`src/rtl/tmds_rx_decoder.sv`:
```
// TMDS receive decoder: turns three aligned 10-bit channel words back into RGB/DE/sync,
// and recovers pixel/line counters, line/frame strobes, a lock flag and a symbol error pulse.
//
// lock state | meaning
// -----------+---------------------------------------------------------------
// S_UNLOCKED | counting consecutive good lines in gl_q, o_locked=0
// S_LOCKED   | LOCK_LINES good lines seen with no error since, o_locked=1
module tmds_rx_decoder #(
  parameter int H_ACTIVE     = 640,
  parameter int V_ACTIVE     = 480,
  parameter int LOCK_LINES   = 4,
  parameter bit VSYNC_ACTIVE = 1'b1
) (
  input  logic        i_pixclk,
  input  logic        i_reset_n,
  input  logic [9:0]  i_TMDS_red,
  input  logic [9:0]  i_TMDS_grn,
  input  logic [9:0]  i_TMDS_blu,
  output logic [7:0]  o_red,
  output logic [7:0]  o_grn,
  output logic [7:0]  o_blu,
  output logic        o_de,
  output logic        o_hsync,
  output logic        o_vsync,
  output logic [11:0] o_hcount,
  output logic [11:0] o_vcount,
  output logic        o_newline,
  output logic        o_newframe,
  output logic        o_locked,
  output logic        o_err
);

  localparam logic [9:0]  TOK_C00 = 10'b1101010100;
  localparam logic [9:0]  TOK_C01 = 10'b0010101011;
  localparam logic [9:0]  TOK_C10 = 10'b0101010100;
  localparam logic [9:0]  TOK_C11 = 10'b1010101011;
  localparam logic [11:0] HC_MAX  = 12'hfff;
  localparam logic [11:0] H_LAST  = 12'(H_ACTIVE - 1);
  localparam logic [11:0] V_LAST  = 12'(V_ACTIVE - 1);
  localparam int          GL_W    = $clog2(LOCK_LINES + 1);
  localparam logic [GL_W-1:0] GL_MAX = GL_W'(LOCK_LINES);

  typedef enum logic {S_UNLOCKED = 1'b0, S_LOCKED = 1'b1} lock_state_t;

  function automatic logic is_ctl(input logic [9:0] w);
    return (w == TOK_C00) || (w == TOK_C01) || (w == TOK_C10) || (w == TOK_C11);
  endfunction

  function automatic logic [1:0] ctl_code(input logic [9:0] w);
    case (w)
      TOK_C01: return 2'b01;
      TOK_C10: return 2'b10;
      TOK_C11: return 2'b11;
      default: return 2'b00;
    endcase
  endfunction

  function automatic logic [7:0] decode(input logic [9:0] q);
    logic [7:0] m;
    logic [7:0] d;
    m    = q[9] ? ~q[7:0] : q[7:0];
    d[0] = m[0];
    for (int i = 1; i < 8; i++) begin
      d[i] = q[8] ? (m[i] ^ m[i-1]) : ~(m[i] ^ m[i-1]);
    end
    return d;
  endfunction

  // stage 1
  logic [9:0] red_s1_q, grn_s1_q, blu_s1_q;
  logic [9:0] red_s1_d, grn_s1_d, blu_s1_d;
  logic       vld_s1_q, vld_s1_d;

  // stage 2
  logic [7:0]  red_q, grn_q, blu_q, red_d, grn_d, blu_d;
  logic        de_q, hsync_q, vsync_q, de_d, hsync_d, vsync_d;
  logic [11:0] hcount_q, vcount_q, hcount_d, vcount_d;
  logic        newline_q, newframe_q, err_q, line_good_q;
  logic        newline_d, newframe_d, err_d, line_good_d;
  logic        red_ctl, grn_ctl, blu_ctl;

  // lock tracking
  lock_state_t     state_q, state_d;
  logic [GL_W-1:0] gl_q, gl_d;
  logic            locked;

  always_comb begin
    red_s1_d = i_TMDS_red;
    grn_s1_d = i_TMDS_grn;
    blu_s1_d = i_TMDS_blu;
    vld_s1_d = 1'b1;
  end

  always_comb begin
    red_ctl     = is_ctl(red_s1_q);
    grn_ctl     = is_ctl(grn_s1_q);
    blu_ctl     = is_ctl(blu_s1_q);
    red_d       = red_q;
    grn_d       = grn_q;
    blu_d       = blu_q;
    de_d        = de_q;
    hsync_d     = hsync_q;
    vsync_d     = vsync_q;
    hcount_d    = hcount_q;
    vcount_d    = vcount_q;
    line_good_d = line_good_q;
    newline_d   = 1'b0;
    newframe_d  = 1'b0;
    err_d       = 1'b0;
    // an empty stage 1 (just after reset) holds everything and raises no strobes
    if (vld_s1_q) begin
      de_d = ~blu_ctl;
      if (blu_ctl) begin
        {vsync_d, hsync_d} = ctl_code(blu_s1_q);
      end else begin
        red_d = decode(red_s1_q);
        grn_d = decode(grn_s1_q);
        blu_d = decode(blu_s1_q);
      end
      err_d = (red_ctl != blu_ctl) || (grn_ctl != blu_ctl) ||
              (blu_ctl && red_ctl && (ctl_code(red_s1_q) != 2'b00)) ||
              (blu_ctl && grn_ctl && (ctl_code(grn_s1_q) != 2'b00));
      newline_d  = de_q && !de_d;
      newframe_d = (vsync_q != VSYNC_ACTIVE) && (vsync_d == VSYNC_ACTIVE);
      if (newline_d) begin
        hcount_d    = 12'd0;
        line_good_d = (hcount_q == H_LAST);
      end else if (de_d) begin
        if (!de_q)                 hcount_d = 12'd0;
        else if (hcount_q != HC_MAX) hcount_d = hcount_q + 12'd1;
      end
      if (newframe_d) begin
        vcount_d = 12'd0;
      end else if (newline_d) begin
        vcount_d = (vcount_q >= V_LAST) ? V_LAST : vcount_q + 12'd1;
      end
    end
  end

  always_ff @(posedge i_pixclk) begin
    if (!i_reset_n) begin
      red_s1_q    <= '0;
      grn_s1_q    <= '0;
      blu_s1_q    <= '0;
      vld_s1_q    <= 1'b0;
      red_q       <= '0;
      grn_q       <= '0;
      blu_q       <= '0;
      de_q        <= 1'b0;
      hsync_q     <= 1'b0;
      vsync_q     <= 1'b0;
      hcount_q    <= '0;
      vcount_q    <= '0;
      newline_q   <= 1'b0;
      newframe_q  <= 1'b0;
      err_q       <= 1'b0;
      line_good_q <= 1'b0;
    end else begin
      red_s1_q    <= red_s1_d;
      grn_s1_q    <= grn_s1_d;
      blu_s1_q    <= blu_s1_d;
      vld_s1_q    <= vld_s1_d;
      red_q       <= red_d;
      grn_q       <= grn_d;
      blu_q       <= blu_d;
      de_q        <= de_d;
      hsync_q     <= hsync_d;
      vsync_q     <= vsync_d;
      hcount_q    <= hcount_d;
      vcount_q    <= vcount_d;
      newline_q   <= newline_d;
      newframe_q  <= newframe_d;
      err_q       <= err_d;
      line_good_q <= line_good_d;
    end
  end

  // lock FSM: state register
  always_ff @(posedge i_pixclk) begin
    if (!i_reset_n) begin
      state_q <= S_UNLOCKED;
      gl_q    <= '0;
    end else begin
      state_q <= state_d;
      gl_q    <= gl_d;
    end
  end

  // lock FSM: next state, driven by the registered strobes so it trails them by one edge
  always_comb begin
    state_d = state_q;
    gl_d    = gl_q;
    if (err_q || (newline_q && !line_good_q)) begin
      gl_d    = '0;
      state_d = S_UNLOCKED;
    end else if (newline_q && line_good_q && (state_q == S_UNLOCKED)) begin
      gl_d = (gl_q >= GL_MAX) ? gl_q : gl_q + 1'b1;
      if (gl_d == GL_MAX) state_d = S_LOCKED;
    end
  end

  // lock FSM: outputs
  always_comb begin
    locked = (state_q == S_LOCKED);
  end

  assign o_red      = red_q;
  assign o_grn      = grn_q;
  assign o_blu      = blu_q;
  assign o_de       = de_q;
  assign o_hsync    = hsync_q;
  assign o_vsync    = vsync_q;
  assign o_hcount   = hcount_q;
  assign o_vcount   = vcount_q;
  assign o_newline  = newline_q;
  assign o_newframe = newframe_q;
  assign o_locked   = locked;
  assign o_err      = err_q;

endmodule

```
`config.mk`:
```
export PLATFORM = sky130hd
export DESIGN_NAME = tmds_rx_decoder
export DESIGN_NICKNAME = d
export VERILOG_FILES = /design/src/rtl/tmds_rx_decoder.sv
export SDC_FILE = /design/constraint.sdc
export NUM_CORES = 1
export LEC_CHECK = 0
export ABC_AREA = 1
export CORE_MARGIN = 2
export CORE_UTILIZATION = 50
export CTS_CLUSTER_DIAMETER = 200
export CTS_CLUSTER_SIZE = 14
export DETAILED_ROUTE_END_ITERATION = 8
export GPL_TIMING_DRIVEN = 0
export PLACE_DENSITY = 0.78
export SLEW_MARGIN = 20
export SYNTH_ARGS = -nofsm -noshare
export SYNTH_HDL_FRONTEND = slang
export SYNTH_SLANG_ARGS = --single-unit
```
`constraint.sdc`:
```
create_clock -name i_pixclk -period 2.3 [get_ports i_pixclk]
set_input_delay 0.46 -clock i_pixclk [delete_from_list [all_inputs] [get_ports i_pixclk]]
set_output_delay 0.46 -clock i_pixclk [all_outputs]
set_load 0.05 [all_outputs]
```
==> summary.md <==
| Metric | Value |
|---|---|
| Worst-skew pair later-pin latency | 360 ps |
| Vias in the first global route | 3833 |
| Worst-margin pin slew | 684 ps |
| Setup bufs post-CTS | 0 |
| Global-route usage over all layers | 22.2% |
| Most instantiated library cell after synthesis | nand2_1 |
| N_diodes | 0 |
| CTS HTree Levels | 3 |
| Post-synth top area cell | dfxtp_1 |
| Cell variety after synth | 36 |
| Syn Std Cell Area | 4410 um2 |
| Clock transition at path regs | 90 ps |
| Skew final | 12.9 ps |
| Post-DP Area | 5400 um2 |
| Top cells by count, synth | 157 x nand2_1, 90 x dfxtp_1, 75 x inv_1, 53 x nand3_1, 52 x nor2_1 |
| Chip height | 97.9 um |
| Vias post-DR | 4198 |
| Starting Density | 51.0% |
| Die Wd | 97.9 um |
| Critical Path RT | 1840 ps |
| Root Buffer | clkbuf_8 |
| Share of async-settable or async-resettable flops after synthesis | 0% |
| Crit path max-delay family | buffers and inverters |
| Post-synthesis net count | 656 |
| DRT iter0 DRCs | 165 |
| Hold WS | 463 ps |
| Synth top area share | 40.9% |
| Total grt overflow | 0 |
| Post-CTS sizing | 0 |
| Vias/cell | 5.07 |
| Time the worst path needs with I/O delays and setup | 2160 ps |
| # nets final | 753 |
| Layout cell share with drive strength beyond 1 | 10.3% |
| Hold Buf Count CTS | 0 |
| Largest net degree at the start of global routing | 15 |
| ANT nets after route | 0 |
| Per-cell routed wire length | 12.6 um |
| Final Setup Violations | 0 |
| Post-synth top flop | dfxtp_1 |
| Worst path slowest cell | clkdlybuf4s50_1 |
| Clock sink total | 90 |
| Core ar. | 8640 um2 |
| VDD IR max | 0.330 mV |
| Initial antenna violation count | 0 |
| Sequential share of the synthesized area | 40.9% |
| Row Count | 34 |
| Setup CP Type | register to primary output |
| Register bit total from synthesis | 90 |
| Fmax | 462 MHz |
| Hold Violations, Final | 0 |
| Synth Instances | 618 |
| Endpoint type of the worst setup path | primary output |
| Inserted Clock Buffers | 9 |
| Slew margin rel. | 54.4% |
| Routability Congestion | 0.912 |
| Crit-path cells | clkdlybuf4s50_1 |
| HPWL after DPL | 7940 um |
| Static Leakage | 2.40 nW |
| EDFF count, synth | 0 |
| Post-Route WL | 10500 um |
| Die ar. | 9580 um2 |
| Crit share post-route | 94.1% |
| Remaining DRCs | 0 |
| Top area cells in the synthesized netlist | dfxtp_1 41%, nand2_1 13%, inv_1 6.4% |
| CP peak stage delay | 860 ps |
| Longest Clk Path Bufs | 2 |
| Worst Setup Start Kind | register |
| Area Growth Syn to Fin | 26.7% |
| RSZ-0062 raised after global routing | no |
| CTS tree | yes |
| Setup tns final | 0 ps |
| Crit Path Max Fanout | 8 |
| Total power | 3.23 mW |
| Status | complete, no violations |
| First-pass GRT wire length | 17700 um |
| Critical Path AT | 1700 ps |
| Max-slew violations | 0 |
| Synth Warn # | 0 |
| Min-Delay Path Class | register to register |
| Final instance area | 5580 um2 |
| Drt first pass iters | 5 |
| I/O pins | 87 |
| IO Port Bufs | 86 |
| Mapped Avg Cell Area | 7.13 um2 |
| Power Density | 578 nW/um2 |
| # Max-Cap Violations | 0 |
| Worst path bufs/invs | 1 |
==> cell usage in the layout, fill, tap and decap left out, types with 4 or more instances in the layout <==
cell,Yosys,layout
xnor2_1,5,5
buf_2,9,9
nand2_2,11,11
nand3_1,53,53
clkbuf_1,9,11
nor2_1,52,52
o21ai_0,11,11
a21oi_1,40,40
clkdlybuf4s50_1,0,86
nand4_1,19,19
xor2_1,14,14
dfxtp_1,90,90
ha_1,6,6
nand2_1,157,157
a21oi_2,8,8
nor2_4,4,4
inv_2,4,4
nor3_1,8,8
inv_1,75,75
or2_2,11,11
clkbuf_8,0,11
==> power breakdown <==
group / leakage [nW] / internal [mW] / switching [mW]
Sequential: 0.740 / 1.63 / 0.0544
Clock: 0.0900 / 0.456 / 0.563
Combinational: 1.57 / 0.205 / 0.323
==> worst paths after layout <==
check                             end                startpoint  slack [ps]  cells after the start
max                       o_hcount[8]  o_hcount[8]$_SDFFE_PN0P_         140                      1
min          o_vcount[9]$_SDFFE_PN0P_  o_vcount[9]$_SDFFE_PN0P_         460                      2
max reg2reg  o_hcount[0]$_SDFFE_PN0P_  o_hcount[0]$_SDFFE_PN0P_         280                     11
min reg2reg  o_vcount[9]$_SDFFE_PN0P_  o_vcount[9]$_SDFFE_PN0P_         460                      2
==> sequential cells by signal (all words and copies together) (netlist names), 8 cells and up <==
register	flops
o_blu	8
o_hcount	12
red_s1_q	10
o_red	8
o_grn	8
grn_s1_q	10
o_vcount	12
blu_s1_q	10
==> worst min-delay path: stages, from the launching register on <==
cell	delay [ps]
dfxtp_1	330
nand2_1	60
nor2_1	40
==> routing by layer <==
layer	global-route usage, %	wire length [um]
met5	0	0
met2	38.6	5050
met3	3.87	439
met1	28.7	4830
met4	5.45	130
==> final cells by class <==
type,instances,area [um2]
fillers,792,3050
well taps,108,135
clock buffers,13,159
clock inverters,3,21.3
inverters,80,305
flip-flops and latches,90,1800
plain buffers,25,140
repair buffers,86,861
multi-input cells,423,2160
==> metrics by stage <==
step	std cells	util (%)	setup slack, ps
after floorplan	618	-	182
after global placement	812	62.6	68.1
after detailed placement	812	62.6	27.4
after CTS	828	64.7	129
after global routing	828	64.7	72.1
final	828	64.7	135
==> cells by family after synthesis <==
logic type	synth area share [%]
flops	40.9
xor+xnor	3.78
simple gates	34.8
buf+inv	10.1
compound gates	8.71
fa+ha+maj	1.70
No activity file was read; power rests on OpenSTA's default activity.
